`config.mk`:
```
export PLATFORM = sky130hd
export DESIGN_NAME = cp0_unit
export DESIGN_NICKNAME = d
export VERILOG_FILES = /design/src/rtl/cp0_unit.sv
export SDC_FILE = /design/constraint.sdc
export NUM_CORES = 1
export LEC_CHECK = 0
export CELL_PAD_IN_SITES_DETAIL_PLACEMENT = 1
export CELL_PAD_IN_SITES_GLOBAL_PLACEMENT = 2
export CORE_ASPECT_RATIO = 0.6
export CORE_MARGIN = 2
export CORE_UTILIZATION = 22
export DETAILED_ROUTE_END_ITERATION = 16
export GPL_TIMING_DRIVEN = 0
export PLACE_DENSITY = 0.84
export SETUP_SLACK_MARGIN = 0.15
export SYNTH_ARGS = -nofsm -noshare
export SYNTH_HDL_FRONTEND = slang
export SYNTH_SLANG_ARGS = --single-unit
```
`constraint.sdc`:
```
create_clock -name clk -period 2.7 [get_ports clk]
set_clock_uncertainty 0.1 [all_clocks]
set_input_delay 0.81 -clock clk [delete_from_list [all_inputs] [get_ports clk]]
set_output_delay 0.81 -clock clk [all_outputs]
set_load 0.05 [all_outputs]
```
`src/rtl/cp0_unit.sv`:
```
// MIPS-style coprocessor 0: SR, Cause, EPC and PRId with interrupt/exception request logic.
// Req is combinational; all register updates happen on the rising edge of clk.
module cp0_unit #(
  parameter logic [31:0] PRID_VALUE = 32'h0000_5A5A
) (
  input  logic        clk,
  input  logic        reset,
  input  logic        en,
  input  logic [4:0]  CP0Add,
  input  logic [31:0] CP0In,
  input  logic [31:0] VPC,
  input  logic        BDIn,
  input  logic [4:0]  ExcCodeIn,
  input  logic [5:0]  HWInt,
  input  logic        EXLClr,
  output logic [31:0] CP0Out,
  output logic [31:0] EPCOut,
  output logic        Req
);

  localparam logic [4:0] ADDR_SR    = 5'd12;
  localparam logic [4:0] ADDR_CAUSE = 5'd13;
  localparam logic [4:0] ADDR_EPC   = 5'd14;
  localparam logic [4:0] ADDR_PRID  = 5'd15;

  logic [5:0]  r_im;
  logic        r_exl;
  logic        r_ie;
  logic        r_bd;
  logic [5:0]  r_ip;
  logic [4:0]  r_exc_code;
  logic [31:0] r_epc;

  logic        w_int_req;
  logic        w_exc_req;
  logic [31:0] w_epc_next;

  assign w_int_req = r_ie & ~r_exl & (|(HWInt & r_im));
  assign w_exc_req = (ExcCodeIn != 5'd0) & ~r_exl;
  assign Req       = w_int_req | w_exc_req;

  // A delay-slot instruction restarts at its branch; wraps mod 2^32.
  assign w_epc_next = (BDIn ? (VPC - 32'd4) : VPC) & 32'hFFFF_FFFC;

  // NOTE: sequential state uses non-blocking assignments so every register
  // samples pre-edge values; later assignments in the block override earlier ones.
  always_ff @(posedge clk or posedge reset) begin
    if (reset) begin
      r_im       <= '0;
      r_exl      <= 1'b0;
      r_ie       <= 1'b0;
      r_bd       <= 1'b0;
      r_ip       <= '0;
      r_exc_code <= '0;
      r_epc      <= '0;
    end else begin
      r_ip <= HWInt;
      if (Req) begin
        // The faulting instruction is flushed, so any mtc0/eret it carries is dropped.
        r_exl      <= 1'b1;
        r_bd       <= BDIn;
        r_epc      <= w_epc_next;
        r_exc_code <= w_int_req ? 5'd0 : ExcCodeIn;
      end else begin
        if (en && (CP0Add == ADDR_SR)) begin
          r_im  <= CP0In[15:10];
          r_exl <= CP0In[1];
          r_ie  <= CP0In[0];
        end
        if (en && (CP0Add == ADDR_EPC)) begin
          r_epc <= CP0In & 32'hFFFF_FFFC;
        end
        if (EXLClr) begin
          r_exl <= 1'b0;
        end
      end
    end
  end

  // NOTE: the read mux assigns a default before the case so no latch is inferred.
  always_comb begin
    CP0Out = 32'h0;
    case (CP0Add)
      ADDR_SR:    CP0Out = {16'h0, r_im, 8'h0, r_exl, r_ie};
      ADDR_CAUSE: CP0Out = {r_bd, 15'h0, r_ip, 3'b000, r_exc_code, 2'b00};
      ADDR_EPC:   CP0Out = r_epc;
      ADDR_PRID:  CP0Out = PRID_VALUE;
      default:    CP0Out = 32'h0;
    endcase
  end

  assign EPCOut = r_epc;

endmodule

```
==> flow_summary.toml <==
[hold_path]
hold_class = "reg2reg"
min_path_cells = 1

[critical_path]
crit_cells = 7
cp_top_family = "buffers and inverters"
reg2reg_slack_ps = 290
path_max_fanout = 5
crit_chain = "buf_6 -> and3b_1 -> buf_8 -> clkbuf_16 -> clkbuf_16 -> and3_4 -> buf_8"
required_ps = 1790
cp_slowest_cell = "and3b_1"
cp-start-kind = "input pin"
cp-end-kind = "primary output"
cp_data_arrival_time_ps = 1880
worstSetupPathType = "in2out"
slowest_delay_ps = 230
cp_num_buf_inv = 5
timing.reg2reg.worst_path_depth = 7

[yosys]
synth_cell_types = 45
synthXorXnorAreaFrac_pct = 3.08
netlist_top_cells_area = "dfrtp_1 (37%), mux2i_1 (9.1%), and3_1 (6.2%)"
ys_ff_latch = 50
yosysSeqAreaShare_pct = 36.7
asyncSetResetFlopFracSynth_pct = 100
synth-adder-area-share_pct = 0.367
synthSimpleGateAreaFrac_pct = 26.7
avgSynthCellArea_um2 = 9.24
synth.largest_area_cell = "dfrtp_1"
synth_edf_count = 0
dominantRegCellSynth = "dfrtp_1"
synthMuxAreaShare_pct = 12.7
synth_top_area_share_pct = 36.7
synth-compound-area-share_pct = 16.2
synth_top_family_by_area = "simple AND/OR/NAND/NOR gates"
synthCells = 369
syn_area_um2 = 3410
synth_warnings = 0

[power_and_ir_drop]
power_density_nw_per_um2 = 790
ir_worst_vdd_v = 0.000353
p_leak_nw = 2.59

[run_status]
status = "finished, violations left"
violations = "setup timing"

[global_route]
antenna_found_initial = 0
grt_first_pass_wirelength_um = 24900
grt_pass1_vias = 4055
grt_usage_pct = 20.0
grt_max_degree = 42
grt_overflow_total = 0

[timing]
finalSetupTns_ps = -976
fin_crit_sh_pct = 103
slew_headroom_pct = 60.1
setup_viol_count_final = 23
whs_ps = 388
max_freq_mhz = 358
final-max-slew-violation-count = 0
setup_slack_ps = -91.0
layout_min_cycle_time_ps = 2790
tightest_slew_ps = 593
hold_viol_final = 0
rsz0062_at_grt = "yes"

[layout]
design_area_um2 = 6500
n_antenna_cell = 0
finalNonFillerCells = 762
finalNetCount = 644
layout-drive-gt1-share_pct = 40.8
syn_to_final_growth_pct = 90.6
utilization_pct = 42.6
num-fill-cells = 1688

[drt]
drc = 0
viasPerCell = 5.19
vias = 3956
wl_um = 16900
routedWlPerCell_um = 22.2
drtAntennaViolNets = 0
drt_pass1_iterations = 5
drt_first_iter_violations = 275

[die]
die_y_um = 100
io_pins = 150
start_util_pct = 22.4
fp.dieW_um = 165
row_count = 35
die_area_um2 = 16500
core_area_um2 = 15200

[clock_tree]
cts_sinks = 50
ctsHoldBuffers = 0
cts_max_level = 2
cts_buffer_depth = 2
clk_pin_slew_ps = 70
worstSkewPairLatency_ps = 290
cts_tree = "done"
root_buffer = "clkbuf_16"
numCtsBuffers = 5

[flow_run]
max_cap_viol_count = 0

[placed_design]
gp_congestion = 0.853
dp_hpwl_um = 12400
dp.cells = 717
io_buffers = 143
place_area_um2 = 5530
==> cells in the final DEF, fill, tap and decap left out, types with 8 or more instances in the layout <==
cell / n
buf_4: 32
clkdlybuf4s50_1: 70
nand2_1: 9
buf_6: 17
a31oi_1: 13
nor2_4: 8
mux2i_1: 29
nor4_1: 12
buf_8: 33
a21boi_0: 17
buf_2: 18
dlygate4sd2_1: 8
dfrtp_1: 50
and3_1: 16
mux2_2: 11
or3_1: 9
or4_1: 11
o21ai_0: 9
and3_4: 18
clkbuf_16: 13
==> sequential cells by signal (all words and copies together), names as in the netlist <==
signal      cells
r_im            6
r_ie            1
r_exl           1
r_exc_code      5
EPCOut         30
r_ip            6
r_bd            1
==> Yosys cell counts (all sizes together), types with 4 or more instances <==
library cell	number
dfrtp	50
and3	34
mux2i	31
nor4	23
clkbuf	22
nor2	18
a21boi	17
a31oi	17
or4	15
o21ai	14
mux2	11
or3	11
nand2	9
a21oi	8
buf	7
o31ai	7
a22oi	6
nor3	6
nor3b	6
xnor2	6
xor2	6
a21o	5
nand4	5
inv	4
nand3	4
nand3b	4
or4b	4
==> timing repair <==
action | 4_1_cts | 5_1_grt
setup endpoints to repair | 77 | 60
gates resized for setup | 427 | 66
cloned | 2 | 1
buffers inserted | 30 | 4
pin swaps | 30 | 19
==> worst register-to-register path, delay by kind of cell, from the launching register on <==
family          cells  cell delay [ps]
flops               1              330
simple gates        1              620
buf+inv             4             1100
compound gates      2              120
==> metrics by stage <==
stage	worst slack [ps]	power, W
global route	-113	0.00536
floorplan	57.4	0.00303
CTS	-81.6	0.00501
detailed placement	-1660	0.00410
finish	-91.0	0.00513
global placement	-1560	0.00403
==> layout make-up <==
class                   count  area [µm²]  area share [%]
multi-input cells         286        2580            39.7
clock inverters             1        8.76           0.135
plain buffers              29         353            5.43
flip-flops and latches     50        1250            19.3
clock buffers               7         153            2.35
well taps                 203         254            3.91
inverters                   5        23.8           0.366
repair buffers            181        1870            28.8
==> final timing paths <==
| path | from | endpoint |
|---|---|---|
| worst min register to register | r_exc_code[2] | r_exc_code[2] |
| worst max register to register | r_exl | EPCOut[21] |
| worst max-delay path | CP0Add[4] | CP0Out[17] |
| max in group asynchronous | reset | r_im[1] |
| min in group asynchronous | reset | EPCOut[16] |
| worst min-delay path | r_exc_code[2] | r_exc_code[2] |
==> logic make-up after synthesis <==
group / Yosys count
AND/OR/NAND/NOR: 148
AO/OA/AOI/OAI: 81
flip-flops: 50
multiplexers: 42
buffers and inverters: 34
XOR/XNOR: 12
adder cells (fa/ha/maj): 1
other: 1
==> where the power goes <==
group | total, W | switching [W] | internal (W)
Sequential | 0.00138 | 0.000320 | 0.00106
Combinational | 0.00305 | 0.00186 | 0.00119
Clock | 0.000698 | 0.000301 | 0.000397
==> routing by layer <==
metal / up-vias / global-route usage, % / wire length (µm)
met5: - / 0 / 0
met3: 16 / 4.09 / 1060
met2: 142 / 32.2 / 7710
met1: 2006 / 28.5 / 7970
li1: 1792 / - / -
met4: 0 / 2.54 / 148
(Power assumes the default switching activity.)
